### src/rtl/imem_pkg.sv
// Shared constants and types for the instruction-memory arbiter.
// Defaults match the imem wrapper geometry.
package imem_pkg;

  localparam int ADDR_W     = 11;
  localparam int DATA_W     = 32;
  localparam int STARVE_MAX = 4;

  typedef enum logic [1:0] {
    GNT_NONE,
    GNT_FETCH,
    GNT_DEBUG
  } gnt_t;

endpackage

### src/rtl/imem_starve_ctr.sv
// Saturating count of cycles debug lost arbitration to fetch.
// Flags when debug must be forced to win.
module imem_starve_ctr #(
  parameter int STARVE_MAX = imem_pkg::STARVE_MAX
) (
  input  logic clk,
  input  logic rst_n,
  input  logic d_req,
  input  logic d_gnt,
  input  logic f_gnt,
  output logic starved
);

  logic [3:0] cnt_q;
  logic [3:0] cnt_d;

  // Clear when debug is idle or served; count fetch wins over it.
  always_comb begin
    cnt_d = cnt_q;
    if (!d_req || d_gnt) begin
      cnt_d = 4'd0;
    end else if (f_gnt && cnt_q != 4'hf) begin
      cnt_d = cnt_q + 4'd1;
    end
  end

  // Counter register.
  always_ff @(posedge clk or negedge rst_n) begin
    if (!rst_n) begin
      cnt_q <= 4'd0;
    end else begin
      cnt_q <= cnt_d;
    end
  end

  assign starved = (cnt_q >= 4'(STARVE_MAX));

endmodule

### src/rtl/imem_arbiter.sv
// Shares one combinational imem read port between fetch and debug.
// Fetch has priority; debug is guaranteed a grant after a bounded wait.
module imem_arbiter
  import imem_pkg::*;
#(
  parameter int ADDR_W     = imem_pkg::ADDR_W,
  parameter int DATA_W     = imem_pkg::DATA_W,
  parameter int STARVE_MAX = imem_pkg::STARVE_MAX
) (
  input  logic              clk,
  input  logic              rst_n,
  input  logic              f_req,
  input  logic [ADDR_W-1:0] f_addr,
  output logic              f_gnt,
  output logic              f_rvalid,
  output logic [DATA_W-1:0] f_rdata,
  input  logic              d_req,
  input  logic [ADDR_W-1:0] d_addr,
  output logic              d_gnt,
  output logic              d_rvalid,
  output logic [DATA_W-1:0] d_rdata,
  output logic [ADDR_W-1:0] mem_addr,
  input  logic [DATA_W-1:0] mem_instr
);

  gnt_t              gnt_q;
  gnt_t              gnt_d;
  logic [ADDR_W-1:0] last_addr_q;
  logic [ADDR_W-1:0] last_addr_d;
  logic [DATA_W-1:0] f_rdata_q;
  logic [DATA_W-1:0] f_rdata_d;
  logic [DATA_W-1:0] d_rdata_q;
  logic [DATA_W-1:0] d_rdata_d;
  logic              starved;

  imem_starve_ctr #(
    .STARVE_MAX(STARVE_MAX)
  ) u_starve (
    .clk    (clk),
    .rst_n  (rst_n),
    .d_req  (d_req),
    .d_gnt  (d_gnt),
    .f_gnt  (f_gnt),
    .starved(starved)
  );

  // Grants; reset masks them so nothing is granted in reset.
  always_comb begin
    d_gnt = rst_n & d_req & (~f_req | starved);
    f_gnt = rst_n & f_req & ~d_gnt;
  end

  // Address mux, grant record and response capture.
  always_comb begin
    mem_addr  = last_addr_q;
    gnt_d     = GNT_NONE;
    f_rdata_d = f_rdata_q;
    d_rdata_d = d_rdata_q;
    unique case (1'b1)
      d_gnt: begin
        mem_addr  = d_addr;
        gnt_d     = GNT_DEBUG;
        d_rdata_d = mem_instr;
      end
      f_gnt: begin
        mem_addr  = f_addr;
        gnt_d     = GNT_FETCH;
        f_rdata_d = mem_instr;
      end
      default: ;
    endcase
    last_addr_d = mem_addr;
  end

  // State registers.
  always_ff @(posedge clk or negedge rst_n) begin
    if (!rst_n) begin
      gnt_q       <= GNT_NONE;
      last_addr_q <= '0;
      f_rdata_q   <= '0;
      d_rdata_q   <= '0;
    end else begin
      gnt_q       <= gnt_d;
      last_addr_q <= last_addr_d;
      f_rdata_q   <= f_rdata_d;
      d_rdata_q   <= d_rdata_d;
    end
  end

  assign f_rvalid = (gnt_q == GNT_FETCH);
  assign d_rvalid = (gnt_q == GNT_DEBUG);
  assign f_rdata  = f_rdata_q;
  assign d_rdata  = d_rdata_q;

endmodule
### config.mk
export PLATFORM = sky130hd
export DESIGN_NAME = imem_arbiter
export DESIGN_NICKNAME = d
export VERILOG_FILES = /design/src/rtl/imem_pkg.sv /design/src/rtl/imem_starve_ctr.sv /design/src/rtl/imem_arbiter.sv
export SDC_FILE = /design/constraint.sdc
export NUM_CORES = 1
export LEC_CHECK = 0
export CORE_ASPECT_RATIO = 0.6
export CORE_MARGIN = 5
export CORE_UTILIZATION = 42
export DETAILED_ROUTE_END_ITERATION = 8
export PLACE_DENSITY = 0.79
export SYNTH_ARGS = -nofsm -noshare
export SYNTH_HDL_FRONTEND = slang
export SYNTH_SLANG_ARGS = --single-unit
### constraint.sdc
create_clock -name clk -period 1.6 [get_ports clk]
set_clock_uncertainty 0.1 [all_clocks]
set_input_delay 0.24 -clock clk [delete_from_list [all_inputs] [get_ports clk]]
set_output_delay 0.24 -clock clk [all_outputs]
set_load 0.02 [all_outputs]
-- Word level (Yosys, flattened, before mapping)
Cells that the tools add are included.
- add/sub/neg operators: 1
- $lt $le $gt $ge: 1
- equality and inequality tests: 3
- multiplexer cells: 4
- bitwise gates (word level): 7
- reduce and logical (&&, ||, !) cells: 4
- operators with widths (cell ; number):
    case mux 11 bit (2 select lines) ; 1
    2-to-1 mux 4 bit ; 2
    adder 4 x 1 -> 4 bit (second input constant) ; 1
    bitwise AND 1 bit ; 4
    greater-or-equal comparator 4 x 3 -> 1 bit (second input constant) ; 1
    inequality test 4 bit (second input constant) ; 1
    case mux 2 bit (2 select lines) ; 1
    == test 2 x 1 -> 1 bit (second input constant) ; 1
    == test 2 bit (second input constant) ; 1
    inverter 1 bit ; 2
    nonzero test 2 bit ; 1
    logical AND 1 bit ; 1
    logical NOT 1 bit ; 1
    logical OR 1 bit ; 1
    bitwise OR 1 bit ; 1
- register bits: 81
- input port bits: 58
- logic and storage cells: 25

-- Depth between registers and ports, before layout
Gate-level depths: netlist (run 1).
- depth after elaboration: 8
- depth in mapped cells: 4

-- By module
From an unflattened synthesis (run 1), not the netlist that was laid out.
- cells, all modules: 205
- area, all modules: 3171.8 um^2
- modules (own cells, without submodules) (module ; instances ; cells each ; area an instance (um^2) ; seq. area each (um^2)):
    imem_arbiter ; 1 ; 183 ; 2955.3 ; 1926.8
    imem_starve_ctr ; 1 ; 22 ; 216.5 ; 100.1

-- Worst setup path before layout (run 1)
No wires, ideal clock.
- kind: register to output
- start point: register u_starve.cnt_q[2]
- end point: output port mem_addr[0]
- arrival: 1271 ps
- data required time: 1260 ps
- path slack: -11 ps
- stages on the path, launching flop included: 5
- path buffers: 1
- cells stage by stage: dfrtp_1 > nor3b_4 > nor2_4 > buf_6 > mux2_2
- longest elaborated chain between the ends: 6
- RTL lines (item ; line ; RTL):
    start: declaration ; imem_starve_ctr.sv:14 ; logic [3:0] cnt_q;
    start signal: assignment ; imem_starve_ctr.sv:32 ; cnt_q <= cnt_d;
    greater-or-equal comparator 4 x 3 -> 1 bit (*) ; imem_starve_ctr.sv:36 ; assign starved = (cnt_q >= 4'(STARVE_MAX));
    bitwise OR 1 bit (*) ; imem_arbiter.sv:49 ; d_gnt = rst_n & d_req & (~f_req | starved);
    bitwise AND 1 bit (*) ; imem_arbiter.sv:49 ;
    named net d_gnt ; imem_arbiter.sv:19 ; output logic d_gnt,
    inverter 1 bit ; imem_arbiter.sv:50 ; f_gnt = rst_n & f_req & ~d_gnt;
    bitwise AND 1 bit ; imem_arbiter.sv:50 ;
    case mux 11 bit (2 select lines) (*) ; imem_arbiter.sv:59 ; unique case (1'b1)
    end: declaration ; imem_arbiter.sv:22 ; output logic [ADDR_W-1:0] mem_addr,
Mark *: on every way through the listed nets, which the timed path passes. The rest lies on a longest branch.

-- Worst setup path in the final report (run 1)
- start point: register u_starve.cnt_q[2]
- end point: output port mem_addr[9]
- longest elaborated chain between the ends: 6
- RTL lines (item ; line):
    greater-or-equal comparator 4 x 3 -> 1 bit (*) ; imem_starve_ctr.sv:36
    bitwise OR 1 bit (*) ; imem_arbiter.sv:49
    bitwise AND 1 bit (*) ; imem_arbiter.sv:49
    inverter 1 bit ; imem_arbiter.sv:50
    bitwise AND 1 bit ; imem_arbiter.sv:50
    case mux 11 bit (2 select lines) (*) ; imem_arbiter.sv:59
Mark *: on every way between the ends. The rest lies on a longest branch, timed or not.

==> impl_results.md, run 1 <==
* Layout cells sized above 1 at 39.3%
* Initial antenna violation count at 0
* FILL cells at 566
* Yosys Warn Count at 0
* Setup WS pre-CTS at -913 ps
* Clk slew on worst S/H paths at 60 ps
* Antenna-violating nets left at 0
* Syn Nets at 258
* Fin. Hold Viols at 53
* DR vias/cell at 4.75
* Synth cell types at 19
* CTS Sinks at 81
* Register share of total power at 40.4%
* Vias in the first global route at 2527
* Routed via count at 2246
* HPWL after detailed placement at 6120 µm
* Sw power at 1760 µW
* Period utilization at 124%
* Die Span X at 123 µm
* Ant. Diodes at 0
* # DRC at 0
* Post-Syn Area at 3240 µm²
* HP Class: primary input to async pin
* Site Rows at 24
* RSZ-0062 raised after global routing: true
* P&R area growth vs syn at 60.0%
* IO buf count at 136
* Iter 0 DRT Violations at 80
* Fin util at 70.1%
* Nets@finish at 423
* CP endpoint kind: output pin
* Final setup fails at 45
* Largest net degree at the start of global routing at 56
* Power Dens Cells at 1210 nW/µm²
* CTS tree: done
* CTS Buffer Depth at 2
* DIE AREA at 9620 µm²
* Gate power share at 26.4%
* Internal Power at 4480 µW
* Final Worst Setup Slack at -377 ps
* Core box area at 7390 µm²
* RePlAce Congestion at 0.749
* Register area at 2030 µm²
* Switch share at 28.2%
* Drt first pass iters at 4
* WL/cell at 17.8 µm
* Avg Cell Area, Syn at 16.3 µm²
* Mux cell area share after synthesis at 29.9%
* Synth Area in Compound Gates at 1.12%
* CP Launch Type: flip-flop
* Hold slack at -70.8 ps
* Number of CTS-inserted buffers at 9
* Boundary Pins at 137
* Worst vdd ir at 0.000860 V
* Die Y at 78.0 µm
* Crit path kind: flip-flop to output pin
* Max-cap violation count at 0
* CP required at 1260 ps
* Leading cell types in the layout, fill and taps excluded: 86 x mux2_2, 81 x dfrtp_1, 68 x dlygate4sd2_1
* Total track usage at 18.6%
* XOR/XNOR share of the synthesized area at 0%
* Root buffer cell: clkbuf_16
* Run status: finished, violations left
* Simple-gate share of the synthesized area at 3.02%
* Number of synthesized register bits at 81
* Crit path max fanout at 13
* Fin. max-slew vios at 0
* Final WL at 8420 µm
* Worst slew margin at 67.0%
* Area of the multi-input gates at 1130 µm²
* Overflow after GRT at 0
* Violated checks: negative hold slack, negative setup slack
* Leakage power at 0.00237 µW
* Worst-margin pin slew at 496 ps
* Insertion delay to the later sink of the worst-skew pair at 330 ps
* Seq/Total Area, Yosys at 62.6%
* Global-route wire length before repair at 13500 µm
* H-tree levels at 3
* Synth Instances at 199
* Main combinational cell family by area after synthesis: multiplexers
* Initial Util at 43.8%
* Fin crit period at 1980 ps
* Adder-cell share of the synthesized area at 0.387%
* Commonest non-fill, non-tap cell in the layout: mux2_2
* Crit path DAT at 1640 ps
* Fmax at 0.506 GHz
* Clock Power Share at 33.2%
-- registers in the layout, summed over array words and instances (netlist names) --
signal,flops
d_rdata,32
last_addr_q,11
gnt_q,2
u_starve.cnt_q,4
f_rdata,32
-- routing by layer --
layer | part of all wire (%) | GRT usage (%)
met2 | 46 | 28.7
met1 | 40 | 21.5
met4 | 1.2 | 6.30
met5 | 0 | 0
met3 | 13 | 11.3
-- stage by stage --
stage          power [µW]  hold WS (ps)  instances  area [µm²]  setup TNS, ps
2_1_floorplan        3370          -156        199        3240              0
3_3_place_gp         4320          86.5        447        4780         -34830
3_5_place_dp         4370          84.4        447        4780         -37020
4_1_cts              6320         -61.8        471        5140          -7350
5_1_grt              6570         -25.5        473        5180          -9650
6_report             6250         -70.8        473        5180          -6700
-- area by class of cell --
cell class / instances / share of cell area [%]
Multi-Input combinational cell: 108 / 21.9
Inverter: 3 / 0.217
Sequential cell: 81 / 39.1
Clock buffer: 11 / 4.88
Timing Repair Buffer: 161 / 30.3
Clock inverter: 5 / 1.04
Tap cell: 104 / 2.51
-- critical path, cell delays in order, from the launching register on --
cell and delay (ps):
dfrtp_1 410, nor3b_4 250, nor2_4 60, buf_12 150, mux2_2 290, buf_6 140
-- timing repair --
action / 4_1_cts / 5_1_grt
setup endpoints to repair: 125 / 87
resized for setup: 144 / 2
pin swaps: 3 / 1
buffers inserted: 4 / 2
hold buffers: 2 / 2
endpoints found under the hold margin: 81 / 76
cloned: 2 / 0
-- synth_stat cells --
cell type | instances | area, µm²
mux2_2 | 86 | 968
and3_1 | 2 | 12.5
nor2_1 | 2 | 7.51
or3_1 | 1 | 6.26
buf_6 | 6 | 67.6
nand2_1 | 1 | 3.75
nor2b_1 | 2 | 12.5
or3b_1 | 1 | 8.76
a31oi_1 | 1 | 6.26
buf_4 | 2 | 15.0
nor3b_4 | 1 | 18.8
nand2_2 | 1 | 6.26
o21ai_0 | 4 | 20.0
nand3_2 | 1 | 10.0
ha_1 | 1 | 12.5
dfrtp_1 | 81 | 2030
nor2_4 | 1 | 11.3
inv_1 | 3 | 11.3
a21oi_1 | 2 | 10.0
-- path summary, 6_finish.rpt --
check	start	endpoint	slack [ps]	depth (start not counted)
min reg2reg	f_rdata[10]	f_rdata[10]	400	1
max in group asynchronous	rst_n	d_rdata[20]	790	4
min in group clk	rst_n	u_starve.cnt_q[3]	290	4
max	u_starve.cnt_q[2]	mem_addr[9]	-380	5
min	rst_n	d_rdata[23]	-70	2
max reg2reg	u_starve.cnt_q[2]	f_rdata[28]	-160	6
-- power by group through the flow --
stage                     sequential (µW)  clock [µW]  combinational [µW]
after floorplan                      2890           0                 486
after global placement               2540           0                1780
after detailed placement             2570           0                1810
after CTS                            2520        2130                1670
after global routing                 2570        2250                1760
final                                2520        2080                1650
-- logic make-up (layout without fill, tap and decap cells) --
group | count (synthesis) | count (layout)
mux | 86 | 86
flops | 81 | 81
simple gates | 13 | 14
buf+inv | 11 | 180
compound gates | 7 | 7
fa+ha+maj | 1 | 1
(Power assumes the default switching activity.)
==> inputs of run 2 (changes only) <==
ABC_AREA = 1   (was default)
CORE_UTILIZATION = 44   (was 42)
PLACE_DENSITY = 0.81   (was 0.79)
==> run 2 against run 1 <==
  * The run ends with negative setup slack left
  * Hold slack improved by 180 ps
  * Die area rose by 3.0%
  * Clock-buffer cell count decreased by 1
  * Synthesized cell count is 110% higher
  * Combinational power about the same
  * Sequential power is essentially flat
  * First-iteration DRC count rose to 3.7 times the previous value
  * Final cell count rose by 47%
  * Via count increased by 51%
  * Global-route usage up 2.5 points
  * Largest cell class unchanged
  * Highest routed layer unchanged
==> impl_results.md, run 2 <==
* Crit path kind: flip-flop to output pin
* Post-Syn Area at 3500 µm² (+8.3%)
* Post-synth EDFFs at 0 (unchanged)
* Initial antenna violation count at 0 (unchanged)
* H-tree levels at 3 (unchanged)
* CP Launch Type: flip-flop
* Area of the multi-input gates at 1310 µm² (+16%)
* Clk slew on worst S/H paths at 60 ps (about the same)
* RSZ-0062 raised after global routing: true
* Power Dens Cells at 1100 nW/µm² (-9.1%)
* Run status: finished, violations left
* Ant. Diodes at 0 (unchanged)
* CTS Sinks at 81 (unchanged)
* Crit path DAT at 1550 ps (-90 ps)
* Period utilization at 118% (-5.1 points)
* Synth top area share at 57.8% (-4.8 points)
* CP required at 1260 ps (about the same)
* Commonest non-fill, non-tap cell in the layout: nand2_1
* Register area at 2030 µm² (unchanged)
* Avg Cell Area, Syn at 8.36 µm² (-49%)
* HP Class: primary input to async pin
* Leading cell types in the layout, fill and taps excluded: 179 x nand2_1, 81 x dfrtp_1, 68 x dlygate4sd2_1
* CP endpoint kind: output pin
* Core box area at 7820 µm² (+5.9%)
* Seq/Total Area, Yosys at 57.8% (-4.8 points)
* Fin. max-slew vios at 0 (unchanged)
* Synth Instances at 419 (+110%)
* Nets@finish at 644 (+52%)
* CTS Buffer Depth at 2 (unchanged)
* Critical path's largest stage delay at 390 ps (-20 ps)
* RePlAce Congestion at 0.895 (+20%)
* Worst-margin pin slew at 980 ps (+485 ps)
* Routed via count at 3387 (+51%)
* Antenna-violating nets left at 0 (unchanged)
* Cell taking the most area after synthesis: dfrtp_1
* Final WL at 11100 µm (+32%)
* IO buf count at 136 (unchanged)
* Violated checks: negative setup slack
* Fmax at 0.528 GHz (+4.3%)
* Drt first pass iters at 4 (unchanged)
* Most common cell in the netlist: nand2_1
* Total track usage at 21.1% (+2.5 points)
* Number of CTS-inserted buffers at 9 (unchanged)
* Crit path max fanout at 6 (-7)
* Hold slack at 113 ps (+184 ps)
* Commonest cells post-synth: 199 x nand2_1, 81 x dfrtp_1, 48 x nand3_1
* Fin util at 73.3% (+3.3 points)
* Yosys Warn Count at 0 (unchanged)
* Final setup fails at 15 (-67%)
* FILL cells at 612 (+8.1%)
* Syn Nets at 478 (+85%)
* Asr flop ratio synth at 100% (unchanged)
* Site Rows at 25 (+4.2%)
* Max-cap violation count at 0 (unchanged)
* CTS tree: done
* Die Span X at 125 µm (+1.5%)
* Dominant synthesized flop cell: dfrtp_1
* Worst vdd ir at 0.000686 V (-20%)
* Die Y at 79.1 µm (+1.5%)
* Fin crit period at 1890 ps (-82.1 ps)
* # DRC at 0 (unchanged)
* Boundary Pins at 137 (unchanged)
* Vias in the first global route at 3428 (+36%)
* DIE AREA at 9910 µm² (+3.0%)
* Cell Chain, Critical Path: nor2_2 > nand2_2 > nand2_4 > buf_6 > nand2_1 > nand2_1 > nor2_2 > buf_6
* Number of synthesized register bits at 81 (unchanged)
* Global-route wire length before repair at 16700 µm (+24%)
* Layout cells sized above 1 at 20.7% (-19 points)
* Synth cell types at 17 (-2)
* Fin. Hold Viols at 0 (-100%)
* Insertion delay to the later sink of the worst-skew pair at 330 ps (about the same)
* Initial Util at 44.8% (+1.0 points)
* CP max stage cell: dfrtp_1
* P&R area growth vs syn at 63.7%
* Leakage power at 0.00316 µW (+33%)
* WL/cell at 15.9 µm (-11%)
* Overflow after GRT at 0 (unchanged)
* DR vias/cell at 4.86 (+2.3%)
* Worst slew margin at 34.6% (-32 points)
* Final Worst Setup Slack at -295 ps (+82.1 ps)
* Iter 0 DRT Violations at 292 (+270%)
* HPWL after detailed placement at 7170 µm (+17%)
* Cells taking the most area after synthesis: dfrtp_1 58%, nand2_1 21%, nand3_1 6.9%
* Root buffer cell: clkbuf_16
* Largest net degree at the start of global routing at 79 (+41%)
==> run 2: cell count changes after synthesis, moves of 4 or more <==
cell and delta:
mux2_2 -86, nand3_1 +48, nor2_1 +21, nand2_1 +198
buf_6 +4, inv_1 +33, buf_2 +7
==> run 2: cells by family (layout without fill, tap and decap cells) <==
logic type / count (synthesis) / count (layout) / share of synthesized area [%]
flip-flops: 81 / 81 / 57.8
AO/OA/AOI/OAI: 4 / 4 / 0.607
AND/OR/NAND/NOR: 274 / 274 / 31.5
adder cells (fa/ha/maj): 1 / 1 / 0.357
buffers and inverters: 59 / 229 / 9.68
==> run 2: final timing paths <==
| kind | end | startpoint | slack (ps) | depth (start not counted) |
|---|---|---|---|---|
| setup / recovery | mem_addr[7] | u_starve.cnt_q[2] | -290 | 8 |
| hold / removal | d_rdata[6] | rst_n | 110 | 2 |
| setup reg to reg | f_rdata[19] | u_starve.cnt_q[2] | -10 | 9 |
| hold reg to reg | f_rdata[3] | f_rdata[3] | 370 | 2 |
| max in group asynchronous | last_addr_q[7] | rst_n | 640 | 2 |
| min in group clk | u_starve.cnt_q[2] | rst_n | 160 | 3 |
==> run 2: per-stage QoR <==
step | cells | total power (µW) | area [µm²] | worst slack [ps] | TNS [ps]
final | 697 | 6290 | 5740 | -295 | -3470
after global routing | 697 | 6580 | 5740 | -348 | -5890
after CTS | 683 | 6240 | 5320 | -279 | -3140
after detailed placement | 663 | 4240 | 5000 | -739 | -34270
after global placement | 663 | 4190 | 5000 | -690 | -31020
after floorplan | 419 | 3280 | 3500 | 95.1 | 0
==> run 2: report_power, final <==
part           internal (µW)  switching (µW)  total (µW)
combinational            716             946        1660
sequential              2340             163        2510
clock                   1360             769        2120
==> run 2: final cells by class <==
cell class / count / area share (%)
Tap cell: 108 / 2.36
Clock buffer: 10 / 3.99
Inverter: 38 / 2.53
Sequential cell: 81 / 35.3
Timing Repair Buffer: 176 / 31.5
Clock inverter: 5 / 1.42
Multi-Input combinational cell: 279 / 22.8
==> run 2: what timing repair did <==
item	4_1_cts	5_1_grt
hold endpoints to repair	3	0
hold buffers	1	0
setup buffers	5	7
pin swaps	4	6
endpoints found under the setup margin	127	81
cloned	0	7
gates resized for setup	163	57
==> run 2: worst max-delay path: cells and delay by family (launching register included) <==
kind	cells	cell delay, ps
and+or+nand+nor	6	550
buffers and inverters	2	280
DFF	1	390
==> run 2: routing by layer <==
| metal | global-route usage, % | vias to the layer above | part of all wire, % |
|---|---|---|---|
| met1 | 27.4 | 1649 | 44 |
| li1 | - | 1600 | - |
| met3 | 6.99 | 19 | 7.0 |
| met2 | 34.2 | 119 | 47 |
| met5 | 0 | - | 0 |
| met4 | 6.06 | 0 | 1.5 |
==> inputs of run 3 (changes only) <==
CORE_UTILIZATION = 30   (was 44)
DONT_BUFFER_PORTS = 1   (was default)
PLACE_DENSITY = default   (was 0.81)
SYNTH_HIERARCHICAL = 1   (was default)
==> run 3 against run 2 <==
  * The run ends with negative hold slack, negative setup slack left
  * Combinational power decreased by 51%
  * Largest cell class unchanged
  * Hold slack got worse by 610 ps
  * Largest power group unchanged
  * Global-route usage decreased by 5.6 points
  * Final cell count decreased by 16%
  * Sequential share of layout area increased by 4.4 points
==> impl_results.md, run 3 <==
* Global-route wire length before repair at 16700 µm (-0.41%)
* Overflow after GRT at 0 (unchanged)
* Fin. Hold Viols at 81 (+81)
* Commonest non-fill, non-tap cell in the layout: nand2_1
* Fmax at 0.536 GHz (+1.6%)
* Total track usage at 15.5% (-5.6 points)
* P&R area growth vs syn at 48.6%
* M1 wire length at 4630 µm (-5.9%)
* Run status: finished, violations left
* Power Dens Cells at 1180 nW/µm² (+7.5%)
* CP endpoint kind: output pin
* HP Class: primary input to async pin
* Period utilization at 117% (-1.9 points)
* Final Cell Area at 5100 µm² (-11%)
* Seq/Total Area, Yosys at 59.0% (+1.2 points)
* Commonest cells post-synth: 172 x nand2_1, 81 x dfrtp_1, 69 x nand3_1
* DR vias/cell at 4.82 (-0.78%)
* Antenna-violating nets left at 0 (unchanged)
* Number of synthesized register bits at 81 (unchanged)
* IO buf count at 0 (-100%)
* Post-Syn Area at 3430 µm² (-2.0%)
* Die Y at 92.9 µm (+17%)
* Largest net degree at the start of global routing at 84 (+6.3%)
* Hold-fix buffers, CTS at 32 (+31)
* CTS Sinks at 81 (unchanged)
* WL met2 at 4690 µm (-10%)
* Total power at 6020 µW (-4.4%)
* Fin crit period at 1860 ps (-30.1 ps)
* Synth top area share at 59.0% (+1.2 points)
* Synth Instances at 382 (-8.8%)
* Area after detailed placement at 3660 µm² (-27%)
* Worst-margin pin slew at 460 ps (-521 ps)
* Final setup fails at 75 (+60)
* Top layer used by detailed routing: met4
* CTS tree: done
* Site Rows at 30 (+20%)
* Initial Util at 30.5% (-14 points)
* Core box area at 11300 µm² (+44%)
* Crit path max fanout at 8 (+2)
* Routed via count at 2835 (-16%)
* # DRC at 0 (unchanged)
* Max-cap violation count at 0 (unchanged)
* Number of CTS-inserted buffers at 9 (unchanged)
* Root buffer cell: clkbuf_16
* Vias in the first global route at 2970 (-13%)
* Drt first pass iters at 5 (+1)
* Crit path DAT at 1520 ps (-30 ps)
* Worst slew margin at 69.3% (+35 points)
* CP Launch Type: flip-flop
* Die Span X at 148 µm (+18%)
* Post-synth EDFFs at 0 (unchanged)
* CP required at 1260 ps (about the same)
* Fin util at 45.3% (-28 points)
* Iter 0 DRT Violations at 150 (-49%)
* WL/cell at 17.9 µm (+12%)
* RSZ-0062 raised after global routing: true
* Cell taking the most area after synthesis: dfrtp_1
* Violated checks: negative hold slack, negative setup slack
* Hold slack at -498 ps (-611 ps)
* Nets@finish at 498 (-23%)
* Crit path kind: flip-flop to output pin
* Setup WS pre-CTS at -62.1 ps (+677 ps)
* Syn Nets at 441 (-7.7%)
* Fin. max-slew vios at 0 (unchanged)
* Boundary Pins at 137 (unchanged)
* Dominant synthesized flop cell: dfrtp_1
* Leading cell types in the layout, fill and taps excluded: 135 x nand2_1, 81 x dfrtp_1, 44 x nand3_2
* Layout cells sized above 1 at 34.7% (+14 points)
* Final WL at 10500 µm (-5.1%)
* Yosys Warn Count at 6 (+6)
* Cell Chain, Critical Path: or2_4 > inv_2 > nand2_4 > nand2_8 > nand2_8 > clkinvlp_4 > buf_6
* Post-Place Cells at 520 (-22%)
* Initial antenna violation count at 0 (unchanged)
* Most common cell in the netlist: nand2_1
* H-tree levels at 3 (unchanged)
* Cells taking the most area after synthesis: dfrtp_1 59%, nand2_1 19%, nand3_1 10%
* Clk slew on worst S/H paths at 60 ps (about the same)
* Wire length on met3 at 1050 µm (+36%)
* CTS Buffer Depth at 2 (unchanged)
* Synth cell types at 20 (+3)
* Insertion delay to the later sink of the worst-skew pair at 330 ps (about the same)
* HPWL after detailed placement at 6230 µm (-13%)
* Most frequent CP cell: nand2_8
* Critical path's largest stage delay at 380 ps (about the same)
* Asr flop ratio synth at 100% (unchanged)
* CP max stage cell: dfrtp_1
* Avg Cell Area, Syn at 8.99 µm² (+7.5%)
* Final Worst Setup Slack at -265 ps (+30.1 ps)
* Worst vdd ir at 0.000630 V (-8.2%)
* DIE AREA at 13800 µm² (+39%)
* Final std cells w/o fill at 588 (-16%)
* RePlAce Congestion at 0.777 (-13%)
* Leakage power at 0.00250 µW (-21%)
* Ant. Diodes at 0 (unchanged)
## run 3: changes by cell type after synthesis, sizes merged, moves of 2 or more
cell	previous run	this run
inv	38	12
buf	18	20
nand3	48	80
nand4	0	2
a21oi	2	0
nor2	23	5
nand2	202	176
## run 3: final cells by class
cell class                 count  area (µm²)
timing repair buffer          67         826
clock inverter                 5         104
clock buffer                  11         233
inverter                      13        57.6
fill                        1035        6160
tap                          144         180
multi-input combinational    267        1680
sequential                    81        2030
## run 3: layer usage
metal | vias to the layer above | GRT usage (%)
met5 | - | 0
met3 | 18 | 6.55
li1 | 1337 | -
met4 | 0 | 3.15
met2 | 135 | 24.1
met1 | 1345 | 20.3
## run 3: critical path, delay by kind of cell (launching register included)
family / cells / cell delay (ps)
flops: 1 / 380
simple gates: 4 / 550
buf+inv: 3 / 270
## run 3: kinds of logic after synthesis
family	Yosys count	share of synthesized area, %
DFF	81	59.0
xor gates and xnor gates	1	0.255
and+or+nand+nor	264	34.5
buffers and inverters	35	5.86
adders and majority gates	1	0.364
## run 3: what timing repair did
| action | in CTS | in global routing |
|---|---|---|
| endpoints found under the setup margin | 69 | 79 |
| hold endpoints to repair | 145 | 81 |
| setup buffers | 15 | 7 |
| resized for setup | 88 | 37 |
| gates cloned | 11 | 0 |
| pin swaps | 49 | 33 |
## run 3: metrics by stage
| stage | hold WS [ps] | TNS, ps |
|---|---|---|
| 2_1_floorplan | -156 | -294 |
| 3_3_place_gp | -153 | -127 |
| 3_5_place_dp | -153 | -912 |
| 4_1_cts | -514 | -11410 |
| 5_1_grt | -522 | -11330 |
| 6_report | -498 | -6060 |
## run 3: report_power, final
group	total, µW	internal, µW	switching, µW
Clock	2320	1530	795
Sequential	2880	2330	546
Combinational	820	369	451
## run 3: final timing paths
kind	depth (start not counted)	startpoint	slack, ps	end
max	7	u_starve/cnt_q[2]	-260	f_gnt
min	0	rst_n	-500	d_rdata[4]
max reg2reg	10	u_starve/cnt_q[2]	-70	f_rdata[20]
min reg2reg	2	u_starve/cnt_q[1]	450	u_starve/cnt_q[1]
max in group asynchronous	0	rst_n	1770	d_rdata[16]
min in group clk	2	d_addr[1]	40	last_addr_q[1]
